<file path="src/rtl/sys_pkg.sv">
// ---------------------------------------------------------------------------
// sys_pkg
// Shared definitions for the syscall controller (sys_ctrl_unit / sys_fifo).
//   SYS_DISPLAY / SYS_EXIT / SYS_STATUS : syscall codes carried on rs
//   sys_state_e                         : controller state (RUN, DRAIN, HALT)
// ---------------------------------------------------------------------------
package sys_pkg;

    localparam int unsigned SYS_DISPLAY = 1;
    localparam int unsigned SYS_EXIT    = 2;
    localparam int unsigned SYS_STATUS  = 3;

    typedef enum logic [1:0] {
        RUN   = 2'd0,
        DRAIN = 2'd1,
        HALT  = 2'd2
    } sys_state_e;

endpackage : sys_pkg

</file>
<file path="src/rtl/sys_fifo.sv">
// ---------------------------------------------------------------------------
// sys_fifo
// Display-value buffer for the syscall controller. Circular buffer with
// power-of-two depth; pointers wrap naturally on their PTR_W bits.
// Ports:
//   clk, rst       : clock, synchronous active-high reset (control only)
//   push_i, data_i : write request and value (ignored when full)
//   pop_i          : read request (ignored when empty)
//   full_o/empty_o : occupancy flags, derived from the registered count
//   count_o        : number of stored entries (PTR_W+1 bits)
//   head_o         : oldest entry, forced to zero while empty
// ---------------------------------------------------------------------------
module sys_fifo #(
    parameter  int DATA_W     = 32,
    parameter  int FIFO_DEPTH = 8,
    localparam int PTR_W      = $clog2(FIFO_DEPTH),
    localparam int CNT_W      = PTR_W + 1
) (
    input  logic              clk,
    input  logic              rst,
    input  logic              push_i,
    input  logic [DATA_W-1:0] data_i,
    input  logic              pop_i,
    output logic              full_o,
    output logic              empty_o,
    output logic [CNT_W-1:0]  count_o,
    output logic [DATA_W-1:0] head_o
);

    localparam logic [CNT_W-1:0] FULL_CNT = CNT_W'(FIFO_DEPTH);

    logic [DATA_W-1:0] mem_q [FIFO_DEPTH];
    logic [PTR_W-1:0]  wr_ptr_q, wr_ptr_d;
    logic [PTR_W-1:0]  rd_ptr_q, rd_ptr_d;
    logic [CNT_W-1:0]  cnt_q, cnt_d;
    logic              push_ok, pop_ok;

    assign full_o  = (cnt_q == FULL_CNT);
    assign empty_o = (cnt_q == '0);
    assign count_o = cnt_q;
    // Zero while empty so the console data reads 0 out of reset.
    assign head_o  = empty_o ? '0 : mem_q[rd_ptr_q];

    // Overflow/underflow protection: requests against full/empty are dropped.
    assign push_ok = push_i && !full_o;
    assign pop_ok  = pop_i && !empty_o;

    always_comb begin
        wr_ptr_d = wr_ptr_q;
        rd_ptr_d = rd_ptr_q;
        cnt_d    = cnt_q;
        if (push_ok) wr_ptr_d = wr_ptr_q + 1'b1;
        if (pop_ok)  rd_ptr_d = rd_ptr_q + 1'b1;
        case ({push_ok, pop_ok})
            2'b10:   cnt_d = cnt_q + 1'b1;
            2'b01:   cnt_d = cnt_q - 1'b1;
            default: cnt_d = cnt_q;
        endcase
    end

    always_ff @(posedge clk) begin
        if (rst) begin
            wr_ptr_q <= '0;
            rd_ptr_q <= '0;
            cnt_q    <= '0;
        end else begin
            wr_ptr_q <= wr_ptr_d;
            rd_ptr_q <= rd_ptr_d;
            cnt_q    <= cnt_d;
        end
    end

    // Storage is data only; a flushed FIFO never exposes stale entries
    // because head_o is masked while empty.
    always_ff @(posedge clk) begin
        if (push_ok) mem_q[wr_ptr_q] <= data_i;
    end

endmodule : sys_fifo

</file>
<file path="src/rtl/sys_ctrl_unit.sv">
// ---------------------------------------------------------------------------
// sys_ctrl_unit
// Syscall controller: buffers DISPLAY values and drains them to a console
// valid/ready port, sequences EXIT as drain-then-halt, answers STATUS with
// the FIFO count, and flags unknown syscall codes.
// Ports:
//   clk, rst                : clock, synchronous active-high reset
//   req_valid, instr_id     : processor request and decoded instruction ID
//   rs, rt                  : syscall code, display value
//   req_ready               : combinational accept (stall when low)
//   rd, rd_valid            : STATUS result, one-cycle qualifier
//   con_valid, con_data     : console data (FIFO head), con_ready accepts
//   halted                  : program exited and FIFO drained
//   err_bad_code            : sticky unknown-code flag
// Optional build macro SYS_TRACE_EN: simulation-only console trace and
// $finish one cycle after halted rises.
// ---------------------------------------------------------------------------
module sys_ctrl_unit
    import sys_pkg::*;
#(
    parameter int DATA_W     = 32,
    parameter int FIFO_DEPTH = 8,
    parameter int ID_SYSCALL = 26
) (
    input  logic              clk,
    input  logic              rst,
    input  logic              req_valid,
    input  logic [31:0]       instr_id,
    input  logic [DATA_W-1:0] rs,
    input  logic [DATA_W-1:0] rt,
    output logic              req_ready,
    output logic [DATA_W-1:0] rd,
    output logic              rd_valid,
    output logic              con_valid,
    output logic [DATA_W-1:0] con_data,
    input  logic              con_ready,
    output logic              halted,
    output logic              err_bad_code
);

    localparam int CNT_W = $clog2(FIFO_DEPTH) + 1;

    sys_state_e        state_q;
    logic [DATA_W-1:0] rd_q;
    logic              rd_valid_q;
    logic              halted_q;
    logic              err_q;

    logic              fifo_full, fifo_empty;
    logic [CNT_W-1:0]  fifo_count;
    logic [DATA_W-1:0] fifo_head;

    logic is_sys, code_disp, code_exit, code_status, code_bad;
    logic sys_acc, push, pop;

    // Request decode
    assign is_sys      = (instr_id == 32'(ID_SYSCALL));
    assign code_disp   = (rs == DATA_W'(SYS_DISPLAY));
    assign code_exit   = (rs == DATA_W'(SYS_EXIT));
    assign code_status = (rs == DATA_W'(SYS_STATUS));
    assign code_bad    = !(code_disp || code_exit || code_status);

    // Full is judged on the registered count, so a pop in the same cycle
    // does not release a stalled DISPLAY.
    assign req_ready = (state_q == RUN) && !(is_sys && code_disp && fifo_full);
    assign sys_acc   = req_valid && req_ready && is_sys;
    assign push      = sys_acc && code_disp;
    assign pop       = con_valid && con_ready;

    sys_fifo #(
        .DATA_W     (DATA_W),
        .FIFO_DEPTH (FIFO_DEPTH)
    ) u_fifo (
        .clk     (clk),
        .rst     (rst),
        .push_i  (push),
        .data_i  (rt),
        .pop_i   (pop),
        .full_o  (fifo_full),
        .empty_o (fifo_empty),
        .count_o (fifo_count),
        .head_o  (fifo_head)
    );

    assign con_valid    = !fifo_empty;
    assign con_data     = fifo_head;
    assign rd           = rd_q;
    assign rd_valid     = rd_valid_q;
    assign halted       = halted_q;
    assign err_bad_code = err_q;

    always_ff @(posedge clk) begin
        if (rst) begin
            state_q    <= RUN;
            rd_q       <= '0;
            rd_valid_q <= 1'b0;
            halted_q   <= 1'b0;
            err_q      <= 1'b0;
        end else begin
            rd_valid_q <= 1'b0;
            // STATUS reports the count before this edge's push/pop.
            if (sys_acc && code_status) begin
                rd_q       <= DATA_W'(fifo_count);
                rd_valid_q <= 1'b1;
            end
            if (sys_acc && code_bad) err_q <= 1'b1;

            case (state_q)
                RUN: begin
                    if (sys_acc && code_exit) state_q <= DRAIN;
                end
                DRAIN: begin
                    if (fifo_count == '0) begin
                        state_q  <= HALT;
                        halted_q <= 1'b1;
                    end
                end
                HALT: begin
                    state_q  <= HALT;
                    halted_q <= 1'b1;
                end
                default: state_q <= RUN;
            endcase
        end
    end

`ifdef SYS_TRACE_EN
    always_ff @(posedge clk) begin
        if (!rst) begin
            if (con_valid && con_ready) $display("[sys_ctrl_unit] console: %0h", con_data);
            if (halted_q) $finish;
        end
    end
`endif

endmodule : sys_ctrl_unit
</file>
<file path="config.mk">
export PLATFORM = sky130hd
export DESIGN_NAME = sys_ctrl_unit
export DESIGN_NICKNAME = d
export VERILOG_FILES = /design/src/rtl/sys_pkg.sv /design/src/rtl/sys_fifo.sv /design/src/rtl/sys_ctrl_unit.sv
export SDC_FILE = /design/constraint.sdc
export NUM_CORES = 1
export LEC_CHECK = 0
export BUFFER_PORTS_ARGS = -buffer_cell sky130_fd_sc_hd__clkbuf_2
export CAP_MARGIN = 20
export CELL_PAD_IN_SITES_DETAIL_PLACEMENT = 0
export CELL_PAD_IN_SITES_GLOBAL_PLACEMENT = 1
export CORE_ASPECT_RATIO = 1.2
export CORE_UTILIZATION = 24
export DETAILED_ROUTE_END_ITERATION = 16
export GPL_TIMING_DRIVEN = 0
export PLACE_DENSITY = 0.43
export RECOVER_POWER = 25
export SLEW_MARGIN = 20
export SYNTH_ARGS = -nofsm -noshare
export SYNTH_HDL_FRONTEND = slang
export SYNTH_SLANG_ARGS = --single-unit
</file>
<file path="constraint.sdc">
create_clock -name clk -period 7.22 [get_ports clk]
set_input_delay 1.444 -clock clk [delete_from_list [all_inputs] [get_ports clk]]
set_output_delay 1.444 -clock clk [all_outputs]
set_load 0.05 [all_outputs]
</file>
==> out/results.ini <==
[clock_tree]
postCtsSetupBuffers=0
cts_sinks=278
cts.clk_slew.worst_paths_ps=60
cts_buffers=30
clockRootBuffer=clkbuf_16
cts.path.max_buffers=3
htreeDepth=1
ctsHoldBuffers=0
clk_latency_ps=570
tritoncts=done
cts_resized=0

[yosys]
synth_area_sq_um=11200
synth_top_family_by_area=multiplexers
synth_flop_cell=edfxtp_1
synth_compound_area_share_pct=1.10
synth.avg_cell_area_sq_um=19.0
synth-edff-count=256
netlist_instances=588
synth-adder-area-share_pct=1.01
synth_seq_cells=278
async_reset_ff_share_pct=0
yosysUniqueCellTypes=38
synthMuxAreaShare_pct=16.3
synth_xor_area_share_pct=0.470
ys_seq_area_share_pct=72.7
yosys.area_share.simple_pct=5.20
yosys_warnings=0

[setup_path]
crit_end=con_data[5]
cp_data_arrival_time_ps=3090
critical_path_buf_inv_count=3
cp.depth=6
cp-start-kind=flop
crit_family=buffers and inverters
regToRegSetupSlack_ps=4140
r2r_start=u_fifo.count_o[0]$_SDFFE_PP0P_
cpMostUsedCell=clkbuf_1
crit_type=flop to primary output
path_max_fanout=10
critPathCaptureType=primary output
critPathSlowestCell=clkbuf_1
slowest_delay_ps=750
worstReg2RegEnd=u_fifo.count_o[2]$_SDFFE_PP0P_
reg2reg_depth=12
crit_required_ps=5780
crit_chain=clkbuf_1 > clkbuf_1 > mux4_2 > mux2i_1 > nor2_1 > clkbuf_2

[place]
portBuffers=140
dpl.hpwl_mm=19.6
gp_congestion=0.688
place_ws_ps=2570

[floorplan]
num_rows=86
dieArea_sq_um=47500
die_h_um=238
die_w_um=199
initial_core_util_pct=24.3
coreArea_sq_um=45900
ioPinCount=169

[power_and_ir_drop]
pwr-share-comb_pct=2.7
p_leak_nw=4.86
pwr-share-clk_pct=45.2
p_total_mw=3.37
p_switching_mw=0.688
share_seq_of_total_power_pct=52.0
peakVddDrop_v=0.000169
cell_internal_pwr_mw=2.69
swShare_pct=20.4
p_per_area_nw_per_um2=238

[sta]
slew_violations=0
tightest_slew_ps=1000
clock_skew_ps=15.7
slew_headroom_pct=33.3
period_needed_ps=4540
fmax_mhz=220
setup_slack_ps=2680
setup_violations=0
hold_ws_ps=480
layout_worst_path_cycle_share_pct=62.9
grt_setup_unrepaired=false
hold_violations=0

[hold_path]
hold_class=flop to flop

[drt]
post-route-drc-count=0
wl_mm=27.7
wl_per_cell_um=18.7
vias_per_cell=4.07
drt_pass1_iterations=4
vias=6045
detail-route-antenna-nets=0
detail_route.iter0.violations=247

[finish]
layout-drive-gt1-share_pct=38.6
postLayoutCoreUtil_pct=30.8
n_antenna_cell=0
fin_nets=955
synthToLayoutAreaGrowth_pct=26.6

[global_route]
overflow=0
track_usage_pct=12.0
grt_max_degree=16
grt_pass1_vias=6494
grt_pass1_wl_mm=41.5
grt_antenna_before_repair=0

[run_status]
status=finished, final reports clean

[flow_run]
cap_viol_max_count=0

## worst min-delay path, delay by kind of cell, from the launching register on
| family | cells | cell delay [ps] |
|---|---|---|
| AOI/OAI and AO/OA | 1 | 40 |
| DFF | 1 | 330 |
| and+or+nand+nor | 1 | 70 |
## stage by stage
step	instances	cell area [sq um]	TNS (ps)
3_5_place_dp	1429	13200	0
5_1_grt	1486	14200	0
3_3_place_gp	1371	12800	-798570
4_1_cts	1485	14200	0
2_1_floorplan	615	11300	0
6_report	1486	14200	0
## worst min-delay path by stage
stage	cells past startpoint	slack (ps)	to	startpoint
global placement	2	460	rd[3]$_SDFFE_PP0P_	rd[3]$_SDFFE_PP0P_
finish	2	480	err_bad_code$_SDFFE_PP0P_	err_bad_code$_SDFFE_PP0P_
floorplan	2	450	flop	u_fifo.rd_ptr_q[1]$_SDFFE_PP0P_
CTS	2	480	rd[3]$_SDFFE_PP0P_	rd[3]$_SDFFE_PP0P_
detailed placement	2	460	halted$_SDFFE_PP0P_	halted$_SDFFE_PP0P_
global route	2	500	rd[3]$_SDFFE_PP0P_	rd[3]$_SDFFE_PP0P_
## power groups by stage
| stage | logic [mW] | clock network (mW) | registers [mW] |
|---|---|---|---|
| detailed placement | 0.0949 | 0 | 1.79 |
| CTS | 0.0951 | 1.59 | 1.76 |
| finish | 0.0927 | 1.53 | 1.76 |
| global placement | 0.0943 | 0 | 1.79 |
| floorplan | 0.0484 | 0 | 1.79 |
| global route | 0.102 | 1.64 | 1.75 |
## placed cells by master, fill, tap and decap left out, types with 10 or more instances in the layout
cell         n
buf_2       35
mux4_2      64
edfxtp_1   256
clkbuf_2   121
nor2_1      47
nor4_1      13
a21oi_1     12
dfxtp_1     22
conb_1      28
clkbuf_16   30
mux2i_1     36
clkbuf_1    37
clkinv_1    10
buf_4       53
## registers in the layout, indices dropped and copies added, names as in the netlist, named ones only
name / cells
u_fifo.mem_q: 256
rd: 4
u_fifo.count_o: 4
u_fifo.rd_ptr_q: 3
u_fifo.wr_ptr_q: 3
state_q: 2
err_bad_code: 1
halted: 1
rd_valid: 1
## routing by layer
layer	track usage, %	share of wire, %
met1	15.2	43
met3	2.04	4.8
met5	0	0
met4	3.19	1.2
met2	20.9	51
## cell type report
class                      count  area [sq um]
clock inverter                21           206
buffer                        54           324
tap                          616           771
clock buffer                  35           769
fill                        4592         31800
multi-input combinational    274          2850
sequential                   278          8130
inverter                       9          33.8
timing repair buffer         199          1080
## logic make-up after synthesis
group,after synthesis
AND/OR/NAND/NOR,107
multiplexers,102
AO/OA/AOI/OAI,22
XOR/XNOR,6
other,1
buffers and inverters,63
flip-flops,278
adder cells (fa/ha/maj),9
## synth_stat cells (all sizes together) (7+ instances only)
cell type / n / share of area (%)
edfxtp: 256 / 69
mux4: 64 / 13
nor2: 47 / 1.6
buf: 41 / 2.5
mux2i: 36 / 3.2
dfxtp: 22 / 3.9
nor4: 21 / 1.4
clkbuf: 13 / 0.44
a21oi: 12 / 0.54
ha: 9 / 1.0
inv: 9 / 0.30
nand4: 9 / 0.50
nand2b: 8 / 0.45
nor3: 7 / 0.41
Power figures use the tool's default switching activity.
